File: src/rtl/switch_pkg.sv
// Shared register map, control/status bit positions and injector state encoding
// for the host-to-switch packet injector.
package switch_pkg;

    localparam logic [2:0] ADDR_CTRL = 3'b000;
    localparam logic [2:0] ADDR_Q1   = 3'b001;
    localparam logic [2:0] ADDR_Q2   = 3'b010;
    localparam logic [2:0] ADDR_Q3   = 3'b011;

    localparam int CTRL_RUN     = 0;
    localparam int CTRL_FLUSH   = 1;
    localparam int CTRL_CLR_OVF = 2;

    localparam int STAT_RUN   = 0;
    localparam int STAT_EMPTY = 1;
    localparam int STAT_OVF   = 4;

    typedef enum logic [1:0] {IDLE, SEND, WAIT} inj_state_t;

endpackage

File: src/rtl/inj_fifo.sv
// Synchronous byte FIFO with flush; full/empty are judged on the pre-edge count,
// so a push into a full queue is dropped even when a pop happens on the same edge.
module inj_fifo #(
    parameter int DEPTH = 16
) (
    input  logic                     clk,
    input  logic                     reset,
    input  logic                     push,
    input  logic                     pop,
    input  logic                     flush,
    input  logic [7:0]               wdata,
    output logic [7:0]               head,
    output logic [$clog2(DEPTH):0]   count,
    output logic                     full,
    output logic                     empty
);

    localparam int AW = $clog2(DEPTH);

    logic [7:0]    mem [DEPTH];
    logic [AW-1:0] wptr;
    logic [AW-1:0] rptr;
    logic          push_ok;
    logic          pop_ok;

    assign full    = (count == (AW+1)'(DEPTH));
    assign empty   = (count == '0);
    assign push_ok = push && !full && !flush;
    assign pop_ok  = pop && !empty && !flush;
    assign head    = mem[rptr];

    // Pointers wrap naturally because DEPTH is a power of two.
    always_ff @(posedge clk) begin
        if (reset || flush) begin
            wptr  <= '0;
            rptr  <= '0;
            count <= '0;
        end else begin
            if (push_ok) wptr <= wptr + AW'(1);
            if (pop_ok)  rptr <= rptr + AW'(1);
            count <= count + (AW+1)'(push_ok) - (AW+1)'(pop_ok);
        end
    end

    always_ff @(posedge clk) begin
        if (push_ok) mem[wptr] <= wdata;
    end

endmodule

File: src/rtl/packet_injector.sv
// Host-written per-port byte queues drained into switch input ports 1..3 as
// one-cycle (dataN, enN) strobes, with an optional forced idle gap per port.
module packet_injector
    import switch_pkg::*;
#(
    parameter int DEPTH = 16,
    parameter int GAP   = 0
) (
    input  logic       clk,
    input  logic       reset,
    input  logic       chipselect,
    input  logic       write,
    input  logic       read,
    input  logic [2:0] address,
    input  logic [7:0] writedata,
    output logic [7:0] readdata,
    input  logic       rdy1,
    input  logic       rdy2,
    input  logic       rdy3,
    output logic [7:0] data1,
    output logic [7:0] data2,
    output logic [7:0] data3,
    output logic       en1,
    output logic       en2,
    output logic       en3
);

    localparam int CW = $clog2(DEPTH) + 1;
    localparam int GW = $clog2(GAP + 2);

    logic          wr_ctrl;
    logic          flush;
    logic          clr_ovf;
    logic          run;
    logic [2:0]    ovf;
    logic [2:0]    push;
    logic [2:0]    pop;
    logic [2:0]    full;
    logic [2:0]    empty;
    logic [2:0]    rdy;
    logic          en   [3];
    logic [7:0]    data [3];
    logic [7:0]    head [3];
    logic [CW-1:0] count [3];

    assign rdy     = {rdy3, rdy2, rdy1};
    assign wr_ctrl = chipselect && write && (address == ADDR_CTRL);
    assign flush   = wr_ctrl && writedata[CTRL_FLUSH];
    assign clr_ovf = wr_ctrl && writedata[CTRL_CLR_OVF];
    assign push[0] = chipselect && write && (address == ADDR_Q1);
    assign push[1] = chipselect && write && (address == ADDR_Q2);
    assign push[2] = chipselect && write && (address == ADDR_Q3);

    assign data1 = data[0];
    assign data2 = data[1];
    assign data3 = data[2];
    assign en1   = en[0];
    assign en2   = en[1];
    assign en3   = en[2];

    always_ff @(posedge clk) begin
        if (reset) begin
            run <= 1'b0;
            ovf <= '0;
        end else begin
            if (wr_ctrl) run <= writedata[CTRL_RUN];
            if (clr_ovf) ovf <= '0;
            else         ovf <= ovf | (push & full);
        end
    end

    always_ff @(posedge clk) begin
        if (reset) begin
            readdata <= 8'hFF;
        end else if (chipselect && read) begin
            case (address)
                ADDR_CTRL: readdata <= {1'b0, ovf, empty, run};
                ADDR_Q1:   readdata <= 8'(count[0]);
                ADDR_Q2:   readdata <= 8'(count[1]);
                ADDR_Q3:   readdata <= 8'(count[2]);
                default:   readdata <= 8'hFF;
            endcase
        end
    end

    for (genvar i = 0; i < 3; i++) begin : g_port
        inj_state_t    state;
        logic [GW-1:0] cnt;
        logic          can_pop;
        logic          en_r;
        logic [7:0]    data_r;

        inj_fifo #(.DEPTH(DEPTH)) u_fifo (
            .clk   (clk),
            .reset (reset),
            .push  (push[i]),
            .pop   (pop[i]),
            .flush (flush),
            .wdata (writedata),
            .head  (head[i]),
            .count (count[i]),
            .full  (full[i]),
            .empty (empty[i])
        );

        // The last gap cycle doubles as the pop decision so strobes land GAP+1 apart.
        always_comb begin
            can_pop = 1'b0;
            case (state)
                IDLE:    can_pop = 1'b1;
                SEND:    can_pop = (GAP == 0);
                WAIT:    can_pop = (cnt == GW'(1));
                default: can_pop = 1'b0;
            endcase
        end

        assign pop[i]  = can_pop && run && !empty[i] && rdy[i] && !flush;
        assign en[i]   = en_r;
        assign data[i] = data_r;

        always_ff @(posedge clk) begin
            if (reset) begin
                state  <= IDLE;
                cnt    <= '0;
                en_r   <= 1'b0;
                data_r <= '0;
            end else if (flush) begin
                state <= IDLE;
                cnt   <= '0;
                en_r  <= 1'b0;
            end else if (pop[i]) begin
                state  <= SEND;
                en_r   <= 1'b1;
                data_r <= head[i];
            end else begin
                en_r <= 1'b0;
                case (state)
                    SEND: begin
                        if (GAP == 0) begin
                            state <= IDLE;
                        end else begin
                            state <= WAIT;
                            cnt   <= GW'(GAP);
                        end
                    end
                    WAIT: begin
                        if (cnt <= GW'(1)) state <= IDLE;
                        else               cnt   <= cnt - GW'(1);
                    end
                    default: state <= IDLE;
                endcase
            end
        end
    end

endmodule

File: config.mk
export PLATFORM = sky130hd
export DESIGN_NAME = packet_injector
export DESIGN_NICKNAME = d
export VERILOG_FILES = /design/src/rtl/switch_pkg.sv /design/src/rtl/inj_fifo.sv /design/src/rtl/packet_injector.sv
export SDC_FILE = /design/constraint.sdc
export NUM_CORES = 1
export LEC_CHECK = 0
export CAP_MARGIN = 20
export CORE_MARGIN = 2
export CORE_UTILIZATION = 35
export DETAILED_ROUTE_END_ITERATION = 12
export HOLD_SLACK_MARGIN = 0.03
export PLACE_DENSITY = 0.49
export SYNTH_ARGS = -nofsm -noshare
export SYNTH_HDL_FRONTEND = slang
export SYNTH_HIERARCHICAL = 1
export SYNTH_SLANG_ARGS = --single-unit
File: constraint.sdc
create_clock -name clk -period 5.35 [get_ports clk]
set_clock_uncertainty 0.15 [all_clocks]
set_input_delay 1.605 -clock clk [delete_from_list [all_inputs] [get_ports clk]]
set_output_delay 1.605 -clock clk [all_outputs]
set_load 0.02 [all_outputs]
# Word-level counts from Yosys, hierarchy flattened
# Memory sizes are Yosys's and may differ from the RTL's. A register that Yosys moved wholly into a read port is not among the register bits.
# Cells that the tools add are included.
# Widths: inputs -> output; s select.
dict set report op_classes {
  eq_ne 6
  reduce_logical 55
  mux 16
  bitwise_logic 3
  mul 0
  magnitude_cmp 0
  addsub 12
  shift 0
  div 0
}
# operator count
set ops {}
lappend ops {{$logic_and 1x1->1} 32}
lappend ops {{$pmux 8 s4} 1}
lappend ops {{$add 4x1->4 const B} 6}
lappend ops {{$add 5x1->5} 3}
lappend ops {{$eq 5x5->1 const B} 3}
lappend ops {{$logic_not 5->1} 3}
lappend ops {{$mux 1} 15}
lappend ops {{$sub 5x1->5} 3}
lappend ops {{$reduce_or 2->1} 5}
lappend ops {{$logic_not 1->1} 7}
lappend ops {{$eq 3x2->1 const B} 2}
lappend ops {{$logic_not 2->1} 3}
lappend ops {{$reduce_and 2->1} 3}
lappend ops {{$and 3x3->3} 1}
lappend ops {{$eq 3x1->1 const B} 1}
lappend ops {{$logic_not 3->1} 1}
lappend ops {{$or 3x3->3} 1}
lappend ops {{$logic_or 1x1->1} 1}
lappend ops {{$not 1->1} 1}
dict set report totals {
  elab_cells 113
  mem_bits_rw 384
  latchBits 0
  memories 3
  register_bits 57
  output_inout_bits 35
  mem_bits_ro 0
  inputBits 19
}
# name words width rd rd_clocked_by_memory_dff write_ports line
set memory_table {}
lappend memory_table {{g_port[0].u_fifo.mem} 16 8 1 1 1 inj_fifo.sv:20} ;# logic [7:0] mem [DEPTH];
lappend memory_table {{g_port[1].u_fifo.mem} 16 8 1 1 1 inj_fifo.sv:20}
lappend memory_table {{g_port[2].u_fifo.mem} 16 8 1 1 1 inj_fifo.sv:20}

# Longest topological paths before layout
dict set report depth {
  ltp_word 10
  mapped_depth 17
  mapped_depth_nobuf 16
}

# By module
# The synthesis kept the hierarchy.
# module seq_area_each_um2 area_each_um2 instances cells_per_inst
set modules_own_cells {}
lappend modules_own_cells {{inj_fifo at g_port[1].u_fifo ...} 4184.0 5771.8 2 312}
lappend modules_own_cells {{inj_fifo at g_port[0].u_fifo} 4184.0 5839.4 1 307}
lappend modules_own_cells {packet_injector 780.7 1849.3 1 186}

# Least setup slack after synthesis
# OpenSTA, ideal clock, no wires.
dict set report synth_path {
  path_type {input-to-reg}
  start {in chipselect}
  end {reg g_port[2].u_fifo.count[4]}
  path_buffers 2
  setup_ns 0.070
  path_slack_ns 0.880
  required_time_ns 5.130
  arrival_time_ns 4.250
  path_stages 14
  cell_sequence {buf_2 -> and3b_1 -> buf_6 -> and3_1 -> nor3_1 -> inv_1 -> ha_1 -> inv_1 -> ha_1 -> fa_1 -> a21oi_1 -> nor2_1 -> or3_1 -> a21oi_1}
}
dict set report synth_via {
  elab_chain_cells 8
  elab_cells_between_ends 13
  cone_classes {add/sub: 2; reduce/logical: 11}
}
# item line
set synth_lines {}
lappend synth_lines {{start, declared} packet_injector.sv:11} ;# input logic chipselect,
lappend synth_lines {{$logic_and 1x1->1 (*) (2 in series)} packet_injector.sv:47} ;# assign wr_ctrl = chipselect && write && (address == ADDR_CTRL);
lappend synth_lines {{$logic_and 1x1->1 (*)} packet_injector.sv:48} ;# assign flush = wr_ctrl && writedata[CTRL_FLUSH];
lappend synth_lines {{net flush} packet_injector.sv:32} ;# logic flush;
lappend synth_lines {{parallel branches: the longest is 5 deep, another holds $add 5x1->5} -}
lappend synth_lines {{end signal, assigned} inj_fifo.sv:41} ;# count <= count + (AW+1)'(push_ok) - (AW+1)'(pop_ok);
lappend synth_lines {{end, declared} inj_fifo.sv:13} ;# output logic [$clog2(DEPTH):0] count,
# Mark *: on every way through the listed nets, which the timed path passes.
# A chain may end at the register's enable or synchronous reset.

# Worst setup path after layout
dict set report layout_path {
  start {in address[2]}
  end {reg g_port[0].u_fifo.count[4]}
}
dict set report layout_via {
  elab_cells_between_ends 14
  cone_classes {add/sub: 2; eq/ne: 1; reduce/logical: 11}
}
# item line
set layout_rtl {}
lappend layout_rtl {{start, declared} packet_injector.sv:14} ;# input logic [2:0] address,
lappend layout_rtl {{$eq 3x1->1} packet_injector.sv:50} ;# assign push[0] = chipselect && write && (address == ADDR_Q1);
lappend layout_rtl {{$logic_and 1x1->1} packet_injector.sv:50}
lappend layout_rtl {{net push[0]} packet_injector.sv:36} ;# logic [2:0] push;
lappend layout_rtl {{$logic_and 1x1->1 (2 in series)} inj_fifo.sv:28} ;# assign push_ok = push && !full && !flush;
lappend layout_rtl {{$add 5x1->5} inj_fifo.sv:41}
lappend layout_rtl {{$sub 5x1->5} inj_fifo.sv:41}
lappend layout_rtl {{end signal, assigned} inj_fifo.sv:41}
lappend layout_rtl {{end, declared} inj_fifo.sv:13}
# The timed path passes the listed nets, and every way through them passes these cells.

==> qor.csv <==
stage,metric,value,unit
cts,cts_tree,yes,
cts,cts-resized-gates,0,
critical_path,r2r_slack,1.70,ns
place,gp_congestion,0.7416,
min_path,hp-start,readdata[7],
die,die_y,238.4,um
critical_path,cpPeakStageDelay,0.53,ns
cells_and_area,fin_nets,1269,
die,ioPinCount,54,
cts,clockBufferDepth,3,
timing,worst_slew_pin_slew,1.052,ns
status,run_status,"complete, no violations",
critical_path,r2r_cells,16,
timing,min_period_over_period,0.8469,
critical_path,end_kind,flop,
synth,synth.cell_area,19230,sq um
cts,cts_num_sinks,474,
grt,grt_antenna_before_repair,0,
place,portBuffers,53,
drt,vias,9791,
synth,synth_fa_ha_area_frac,0.02459,
cts,worstSkewPairLatency,0.60,ns
grt,grt_pass1_vias,10265,
cells_and_area,final_area,22260,sq um
synth,synth.most_common_cell,edfxtp_1,
synth,yosys.area_share.simple,0.07417,
critical_path,critPathLaunch,address[2],
timing,slew-limit-headroom,0.2985,
power,ir_worst_vdd,0.0002327,V
job,drv_cap,0,
synth,synth_top_area_cell,edfxtp_1,
drt,drtIter0Drc,601,
synth,synth_edf_count,384,
drt,ant_nets,0,
place,postPlaceCellArea,20580,sq um
critical_path,critical-path-top-delay-family,simple AND/OR/NAND/NOR gates,
timing,max_freq,0.2207,GHz
timing,hold_viol,0,
die,core_area,54030,sq um
min_path,hold_path_end,readdata[7],
cts,ctsHtreeMaxLevel,2,
drt,vias_per_cell,5.011,
grt,gr-total-overflow,0,
critical_path,path_cells,clkdlybuf4s50_1 -> or2_2 -> nor2_1 -> nand2_1 -> nor2_1 -> inv_1 -> ha_1 -> inv_1 -> ha_1 -> fa_1 -> a21oi_1 -> nor2_1 -> or3_1 -> a21oi_1,
power,p_leak,0.007237,uW
drt,drc,0,
synth,synth_xor_xnor_area_share,0.01230,
critical_path,cp.required,5.73,ns
synth,synth_compound_area_frac,0.03298,
place,dpl.hpwl,25230,um
synth,synth_common_cells,"384 x edfxtp_1, 90 x dfxtp_1, 72 x nor2_1, 66 x mux4_2, 53 x nand2b_1",
power,finalPower,7672,uW
cts,tritoncts.num_buffers,51,
cts,cts_setup_buffers,0,
synth,synth_cells,1117,
cells_and_area,area_growth_syn_to_layout,15.76,%
drt,wl_per_cell,21.14,um
grt,grt_first_pass_wirelength,63330,um
cts,cts_root_buf,clkbuf_16,
critical_path,cpMaxStageDelayCell,clkdlybuf4s50_1,
cts,clkTransAtPathRegs,0.06,ns
synth,ys_ff_latch,474,
critical_path,crit_top_cell,nor2_1,
die,rows,85,
timing,setup_viol,0,
min_path,hold_path_class,reg2reg,
timing,rsz0062_at_grt,false,
critical_path,cp.depth,14,
timing,setup_tns,0,ns
die,die_area,56840,sq um
synth,synthDistinctLibCells,47,
critical_path,timing.rr.end,g_port[1].u_fifo/count[4],
cts,hold_buffers,0,
synth,muxShareOfSynthArea,0.1362,
synth,synth_ff_type,edfxtp_1,
synth,synth-warning-count,6,
synth,syn_avg_cell_area,17.22,sq um
timing,min_period,4.531,ns
synth,synth_top_family_by_area,multiplexers,
die,initial_core_util,0.3560,
power,p_per_area,344.6,nW/um^2
synth,yosysSeqAreaShare,0.6933,
grt,grt.total_usage,0.1490,
critical_path,critPathBufInv,3,
min_path,whs_path_depth,2,
grt,grt_max_degree,60,
synth,async_flop_share,0,
drt,first_pass_iters,5,
timing,final_max_slew_viol_count,0,
cells_and_area,utilization,0.4121,
critical_path,critPathMaxFanout,8,
critical_path,cp-start-kind,input port,
cells_and_area,layout-drive-gt1-share,0.1679,
critical_path,r2r-start,g_port[1].u_fifo/count[2],
synth,synthTopCellsByArea,"edfxtp_1 60%, dfxtp_1 9.4%, mux4_2 7.7%",
synth,syn_nets,1172,
critical_path,worst-setup-path-type,in2reg,
synth,netlist.area_leader.share,0.5996,
drt,wl,41300,um
critical_path,crit_arrival,4.91,ns
die,die_x,238.4,um
## layout by cell type (no fill, tap or decap), types with 6 or more instances in the layout
cell type        synthesis  layout
a21oi_1                 16      16
a22oi_1                 48      48
and2_1                  16      16
buf_2                    8       9
buf_4                    6      44
bufinv_16                0       6
clkbuf_1                17       8
clkbuf_16                0      52
clkdlybuf4s50_1          0      44
clkinv_1                 0      12
clkinv_2                 0      11
dfxtp_1                 90      86
edfxtp_1               384     384
ha_1                    33      33
inv_1                   39      39
mux2i_1                 27      27
mux4_1                  32      32
mux4_2                  66      66
nand2_1                 48      48
nand2b_1                53      53
nand3_1                 20      20
nor2_1                  72      72
nor2b_1                  7       7
nor3_1                  14      14
o21ai_0                  7       7
xnor2_1                 11      11
xor2_1                  16      16
## flip-flops by register name (all words and copies together) (netlist names), named ones only
| register | count |
|---|---|
| g_port.u_fifo/mem | 384 |
| g_port.u_fifo/count | 15 |
| g_port.u_fifo/rptr | 12 |
| g_port.u_fifo/wptr | 12 |
| data1 | 8 |
| data2 | 8 |
| data3 | 8 |
| readdata | 8 |
| ovf | 3 |
| g_port.state | 2 |
| en3 | 1 |
| run | 1 |
## per-layer routing
layer | track usage | wire [um] | up-vias
met2 | 0.2381 | 19280 | 168
met4 | 0.03977 | 820 | 0
met3 | 0.02626 | 1588 | 52
met5 | 0 | 0 | -
li1 | - | - | 4544
met1 | 0.2105 | 19610 | 5027
## cell type report
cell class,count,area [sq um]
diodes,1,2.502
clock buffers,61,1345
clock inverters,35,335.3
fillers,4929,31760
inverters,39,146.4
multi-input cells,551,5409
flip-flops and latches,474,13340
well taps,696,870.8
repair buffers,97,815.8
## kinds of logic after synthesis
family | Yosys count
adder cells (fa/ha/maj) | 36
AO/OA/AOI/OAI | 91
multiplexers | 127
flip-flops | 474
buffers and inverters | 92
AND/OR/NAND/NOR | 270
XOR/XNOR | 27
## power by group
part	switching (uW)	total (uW)	internal (uW)
Clock	1440	3530	2080
Sequential	5.97	4000	3990
Combinational	105	150	45.0
## tightest hold or removal path, cell delays in order, from the launching register on
cell	delay [ns]
dfxtp_1	0.31
nand2_1	0.05
nand2_1	0.04
## per-stage QoR
step                      setup slack [ns]  hold slack [ns]  instances
after floorplan                     0.8799           0.3009       1117
after global placement              0.3224           0.2912       1857
after detailed placement            0.2247           0.2903       1857
after CTS                           0.8575           0.3035       1953
after global routing                0.6352           0.3446       1953
final                               0.8192           0.3037       1954
## worst max-delay path by stage
stage                                end  slack, ns
2_1_floorplan  g_port[2].u_fifo/count[4]       0.88
3_3_place_gp   g_port[0].u_fifo/count[4]       0.32
3_5_place_dp   g_port[0].u_fifo/count[4]       0.22
4_1_cts        g_port[0].u_fifo/count[4]       0.86
5_1_grt        g_port[0].u_fifo/count[4]       0.64
6_report       g_port[0].u_fifo/count[4]       0.82
No activity file was read; power rests on OpenSTA's default activity.
